## config.mk

```make
export PLATFORM = sky130hd
export DESIGN_NAME = poker_bot_player
export DESIGN_NICKNAME = d
export VERILOG_FILES = /design/src/rtl/poker_types.sv /design/src/rtl/poker_bot_player_lfsr.sv /design/src/rtl/poker_bot_player.sv
export SDC_FILE = /design/constraint.sdc
export NUM_CORES = 1
export LEC_CHECK = 0
export ABC_AREA = 1
export CAP_MARGIN = 25
export CORE_ASPECT_RATIO = 1.4
export CORE_UTILIZATION = 50
export DETAILED_ROUTE_END_ITERATION = 8
export PLACE_DENSITY = 0.76
export SLEW_MARGIN = 20
export SYNTH_ARGS = -nofsm -noshare
export SYNTH_HDL_FRONTEND = slang
export SYNTH_SLANG_ARGS = --single-unit
export TNS_END_PERCENT = 1
```

## constraint.sdc

```tcl
create_clock -name clk -period 3.47 [get_ports clk]
set_input_delay 0.8675 -clock clk [delete_from_list [all_inputs] [get_ports clk]]
set_output_delay 0.8675 -clock clk [all_outputs]
set_load 0.01 [all_outputs]
```

## src/rtl/poker_types.sv

```systemverilog
// poker_types: shared poker widths, round states, cards and bot actions
package poker_types;
    localparam int MAX_STACK_W = 10;
    typedef enum logic [2:0] {PRE_DEAL, PRE_FLOP, FLOP, TURN, RIVER, SHOWDOWN} hand_state_t;
    typedef struct packed {
        logic [1:0] suit;
        logic [3:0] rank;
    } card_t;
    typedef enum logic [1:0] {ACT_CHECK, ACT_CALL, ACT_BET, ACT_FOLD} bot_action_t;
endpackage

```

## src/rtl/poker_bot_player_lfsr.sv

```systemverilog
// bot_lfsr: 8-bit Galois LFSR (mask 8'hB8) whose all-zero seed is forced to 8'h01
module bot_lfsr #(
    parameter logic [7:0] SEED = 8'h5A
) (
    input  logic       clk,
    input  logic       reset,
    output logic [7:0] q
);
    localparam logic [7:0] SEED_NZ = (SEED == 8'h00) ? 8'h01 : SEED;
    // free-running step; active-low reset reloads the seed
    always_ff @(posedge clk) begin
        if (!reset) q <= SEED_NZ;
        else q <= (q >> 1) ^ (q[0] ? 8'hB8 : 8'h00);
    end
endmodule

```

## src/rtl/poker_bot_player.sv

```systemverilog
// poker_bot_player: automated seat that presses advance, thinks, then pulses one action button
module poker_bot_player
    import poker_types::*;
#(
    parameter int         BOT_SEAT       = 1,
    parameter int         THINK_CYCLES   = 8,
    parameter int         TIMEOUT_CYCLES = 1024,
    parameter bit         RANDOM_EN      = 1'b1,
    parameter logic [7:0] LFSR_SEED      = 8'h5A
) (
    input  logic                   clk,
    input  logic                   reset,
    input  logic                   bot_enable,
    input  logic                   current_player,
    input  logic                   wait_screen,
    input  hand_state_t            curr_round_state,
    input  logic [MAX_STACK_W-1:0] call_size,
    input  logic [MAX_STACK_W-1:0] min_bet_or_raise,
    input  logic [MAX_STACK_W-1:0] player1_stack,
    input  logic [MAX_STACK_W-1:0] player2_stack,
    output logic                   advance_button,
    output logic                   check_or_call_button,
    output logic                   bet_or_raise_button,
    output logic                   fold_button,
    output logic [MAX_STACK_W-1:0] bet_input,
    output logic                   bot_busy,
    output logic                   bot_timeout
);
    localparam int CNT_MAX = (TIMEOUT_CYCLES > THINK_CYCLES) ? TIMEOUT_CYCLES : THINK_CYCLES;
    localparam int CNT_W   = $clog2(CNT_MAX) + 1;

    typedef enum logic [2:0] {IDLE, THINK, PRESS_ADV, WAIT_CLR, DECIDE, PRESS_ACT, WAIT_TURN} bot_state_t;

    bot_state_t             state, state_n;
    bot_action_t            act_q, act_n;
    logic [CNT_W-1:0]       cnt, cnt_n;
    logic                   timeout_n;
    logic [7:0]             r;
    logic [MAX_STACK_W-1:0] stack, bet_amt;
    logic [MAX_STACK_W:0]   raise_sum;
    logic                   showdown;
    logic                   unused_r;

    assign unused_r = ^r[7:3];

    bot_lfsr #(.SEED(LFSR_SEED)) u_lfsr (
        .clk   (clk),
        .reset (reset),
        .q     (r)
    );

    // action policy evaluated on the current LFSR sample; only latched in DECIDE
    always_comb begin
        stack     = (BOT_SEAT == 0) ? player1_stack : player2_stack;
        showdown  = curr_round_state == SHOWDOWN;
        raise_sum = {1'b0, call_size} + {1'b0, min_bet_or_raise};
        bet_amt   = (min_bet_or_raise < stack) ? min_bet_or_raise : stack;
        if (!RANDOM_EN) act_n = (call_size == '0) ? ACT_CHECK : (call_size <= stack) ? ACT_CALL : ACT_FOLD;
        else if (call_size == '0) act_n = (r[1:0] == 2'd0 && stack >= min_bet_or_raise) ? ACT_BET : ACT_CHECK;
        else if (call_size <= stack) act_n = (r[2:0] == 3'd7 && raise_sum <= {1'b0, stack}) ? ACT_BET :
                                             (r[2:0] == 3'd0 && call_size > (stack >> 1)) ? ACT_FOLD : ACT_CALL;
        else act_n = r[0] ? ACT_CALL : ACT_FOLD;
    end

    // turn sequencing; one counter serves both the think delay and the advance timeout
    always_comb begin
        state_n   = state;
        cnt_n     = cnt;
        timeout_n = 1'b0;
        case (state)
            IDLE: if (bot_enable && current_player == 1'(BOT_SEAT) && wait_screen && !showdown) begin
                state_n = THINK;
                cnt_n   = CNT_W'(THINK_CYCLES - 1);
            end
            THINK: begin
                if (!bot_enable || showdown) state_n = IDLE;
                else if (cnt == '0) state_n = PRESS_ADV;
                else cnt_n = cnt - CNT_W'(1);
            end
            PRESS_ADV: begin
                state_n = WAIT_CLR;
                cnt_n   = '0;
            end
            WAIT_CLR: begin
                if (showdown) state_n = IDLE;
                else if (!wait_screen) state_n = DECIDE;
                else if (cnt == CNT_W'(TIMEOUT_CYCLES - 1)) begin
                    state_n   = IDLE;
                    timeout_n = 1'b1;
                end
                else cnt_n = cnt + CNT_W'(1);
            end
            DECIDE:    state_n = PRESS_ACT;
            PRESS_ACT: state_n = WAIT_TURN;
            WAIT_TURN: if (wait_screen || showdown) state_n = IDLE;
            default:   state_n = IDLE;
        endcase
    end

    // state, decision and registered button pulses; bet_input holds from DECIDE until IDLE
    always_ff @(posedge clk) begin
        if (!reset) begin
            state                <= IDLE;
            cnt                  <= '0;
            act_q                <= ACT_CHECK;
            bet_input            <= '0;
            advance_button       <= 1'b0;
            check_or_call_button <= 1'b0;
            bet_or_raise_button  <= 1'b0;
            fold_button          <= 1'b0;
            bot_busy             <= 1'b0;
            bot_timeout          <= 1'b0;
        end else begin
            state                <= state_n;
            cnt                  <= cnt_n;
            advance_button       <= state == PRESS_ADV;
            check_or_call_button <= state == PRESS_ACT && (act_q == ACT_CHECK || act_q == ACT_CALL);
            bet_or_raise_button  <= state == PRESS_ACT && act_q == ACT_BET;
            fold_button          <= state == PRESS_ACT && act_q == ACT_FOLD;
            bot_busy             <= state_n != IDLE;
            bot_timeout          <= timeout_n;
            if (state == DECIDE) begin
                act_q     <= act_n;
                bet_input <= (act_n == ACT_BET) ? bet_amt : '0;
            end else if (state_n == IDLE) begin
                bet_input <= '0;
            end
        end
    end
endmodule

```

==> flow_summary.yaml <==
logic_synthesis:
  synth-edff-count: 0
  yosysUniqueCellTypes: 36
  syn_nets: 679
  ys.flop_type: "dfxtp_1"
  ys_async_sr_fraction_pct: 0
  yosysWarnings: 0
  syn_area_um2: 3780
  syn-instance-count: 571
  yosysSeqAreaShare_pct: 21.2
  avgSynthCellArea_um2: 6.62
  synth_seq_cells: 40
timing:
  hold_violations: 0
  finalWorstSetupSlack_ps: 179
  fin_crit_sh_pct: 94.8
  max_freq_mhz: 304
  worst_pin_slew_ps: 751
  setup-violations-final: 0
  report.final.slew_viol_count: 0
  fin_setup_tns_ps: 0
  period_needed_ps: 3290
  skew_ps: 7.92
  slew_headroom_pct: 49.8
floorplanning:
  row_count: 37
  core-area_um2: 7310
  die_area_um2: 7910
  initial_core_util_pct: 51.6
  die_y_um: 105
  die_w_um: 75.5
  io_pins: 64
global_route:
  grt_max_degree: 33
  gr-total-overflow: 0
  grt_use_total_pct: 27.5
  first_global_vias: 4001
  grt_pass1_wl_um: 16800
  grt_antenna_before_repair: 0
placed_design:
  pre_cts_ws_ps: -500
  gp_congestion: 0.945
  dp_hpwl_um: 8280
  io_buffers: 53
  post_dp_cell_area_um2: 4640
pwr:
  p_int_uw: 850
  pwr-share-comb_pct: 40.7
  p_switching_uw: 480
  powerDensity_nw_per_um2: 272
  vdd_drop_max_mv: 0.247
  p_leak_nw: 2.48
  seqPwrFrac_pct: 36.4
  pwr-share-clk_pct: 22.9
  swShare_pct: 36.1
  power.total_mw: 1.33
run_status:
  status: "finished, final reports clean"
final_layout:
  nets: 768
  seq_area_um2: 801
  num-fill-cells: 652
  insertedDiodeCount: 0
  syn_to_final_growth_pct: 29.7
  final_cell_area_um2: 4900
  post-route-util_pct: 67.0
  drive_gt1_share_pct: 14.4
  multi_input_area_um2: 2730
route:
  wl_per_cell_um: 13.9
  drc_errors: 0
  first_pass_iters: 4
  wirelength_um: 10500
  vias: 4059
  initialDrtViolationCount: 148
  postRouteAntennaNets: 0
  viasPerCell: 5.36
critical_path:
  cp.required_ps: 3700
  critPathLaunchType: "primary input"
  worstPathMaxFanout: 5
  worst_setup_path_end_kind: "register"
  worstReg2RegStart: "state[1]"
  ff2ff_path_depth: 11
  path_cells: "clkdlybuf4s50_1 -> ha_1 -> nand2_1 -> nand2_1 -> a31oi_2 -> xnor2_1 -> ha_1 -> a21o_1 -> a21oi_1 -> nand2_1 -> nand2_2 -> nand2_1 -> nand2_1 -> nand2_2 -> nand2_4 -> nand3_1 -> a21oi_2"
  cpLargestDelayFamily: "simple AND/OR/NAND/NOR gates"
  path_buf_inv: 1
  rrSetupSlack_ps: 800
  crit_path_top_delay_cell: "clkdlybuf4s50_1"
  cp_data_arrival_time_ps: 3520
  critical_path_class: "in -> reg"
  crit_path_max_incr_delay_ps: 570
  reg2reg_to: "cnt[8]"
  path_common_cell: "nand2_1"
clock_tree:
  htreeDepth: 2
  clk_latency_ps: 300
  clock_tree.buffer_depth: 2
  cts_tree: "yes"
  path_clk_slew_ps: 80
  clkSinkCount: 40
  numCtsBuffers: 5
  cts_root_buffer: "clkbuf_8"
worst_hold_path:
  whs_endpoint: "u_lfsr.q[6]"
  hold_start: "u_lfsr.q[7]"
  min_path_cells: 1
  hold_path_class: "reg -> reg"
job:
  drv_cap: 0
[per-layer routing]
metal / global-route usage (%) / up-vias / routed length, µm
met3: 2.60 / 40 / 251
li1: - / 2061 / -
met5: 0 / - / 0
met2: 52.2 / 110 / 5720
met1: 26.8 / 1848 / 3880
met4: 16.8 / 0 / 648
[sequential cells by signal, indices dropped and copies added (netlist names)]
signal                count
cnt                      11
bet_input                10
u_lfsr.q                  8
state                     3
act_q                     2
advance_button            1
bet_or_raise_button       1
bot_busy                  1
bot_timeout               1
check_or_call_button      1
fold_button               1
[worst max-delay path by stage]
stage                              startpoint      endpoint  slack (ps)  cells after the start
after global placement    min_bet_or_raise[0]  bet_input[2]        -430                     20
final                     min_bet_or_raise[7]  bet_input[4]         180                     17
after CTS                 min_bet_or_raise[5]  bet_input[7]           1                     21
after floorplan                  call_size[2]      act_q[1]         300                     23
after global routing             call_size[2]  bet_input[7]         -40                     21
after detailed placement  min_bet_or_raise[0]  bet_input[7]        -500                     20
[synthesized netlist by cell type (all sizes together) (3+ instances only)]
library cell	n	share of area, %
nor3	7	1.3
nor4	3	0.50
dfxtp	40	21
a31oi	4	0.66
o21ai	7	0.93
nor2	45	4.7
xor2	6	1.4
ha	58	19
nand3	62	8.7
nand2	138	14
or2	7	1.2
clkbuf	6	0.60
inv	87	8.6
xnor2	7	1.6
buf	4	0.99
a21oi	62	8.4
nand4	10	1.7
o21bai	7	1.4
[cell families after synthesis]
family          share of synthesized area, %
flops                                   21.2
fa+ha+maj                               20.3
xor+xnor                                3.01
buf+inv                                 10.2
simple gates                            32.4
compound gates                          12.9
[power by group through the flow]
| stage | clock network, mW | registers, mW | logic (mW) |
|---|---|---|---|
| after global placement | 0 | 0.494 | 0.479 |
| after floorplan | 0 | 0.492 | 0.325 |
| after global routing | 0.327 | 0.486 | 0.609 |
| after detailed placement | 0 | 0.495 | 0.500 |
| after CTS | 0.308 | 0.484 | 0.520 |
| final | 0.305 | 0.484 | 0.541 |
[timing repair]
item                                    in CTS  in global routing
endpoints found under the setup margin      12                 12
pin swaps                                   12                 18
hold buffers                                 0                  0
setup buffers                                1                  1
gates resized for setup                     19                 25
cloned                                       1                  0
[stage by stage]
stage | hold WS (ps) | instances
finish | 416 | 757
global route | 432 | 757
CTS | 420 | 755
detailed placement | 404 | 746
global placement | 398 | 746
floorplan | 390 | 571
[layout by cell type (no fill, tap or decap), drive strengths merged, types with 9 or more instances in the layout]
cell type	n
inv	87
clkdlybuf4s50	39
dlymetal6s2s	9
nor2	45
nand4	10
dfxtp	40
nand2	139
a21oi	62
ha	58
buf	38
nand3	62
[final cells by class]
| class | instances | area share (%) |
|---|---|---|
| Clock buffer | 5 | 1.40 |
| Clock inverter | 2 | 0.255 |
| Inverter | 87 | 6.66 |
| Multi-Input combinational cell | 435 | 55.6 |
| Sequential cell | 40 | 16.3 |
| Tap cell | 97 | 2.48 |
| Timing Repair Buffer | 91 | 17.2 |
No activity file was read; power rests on OpenSTA's default activity.
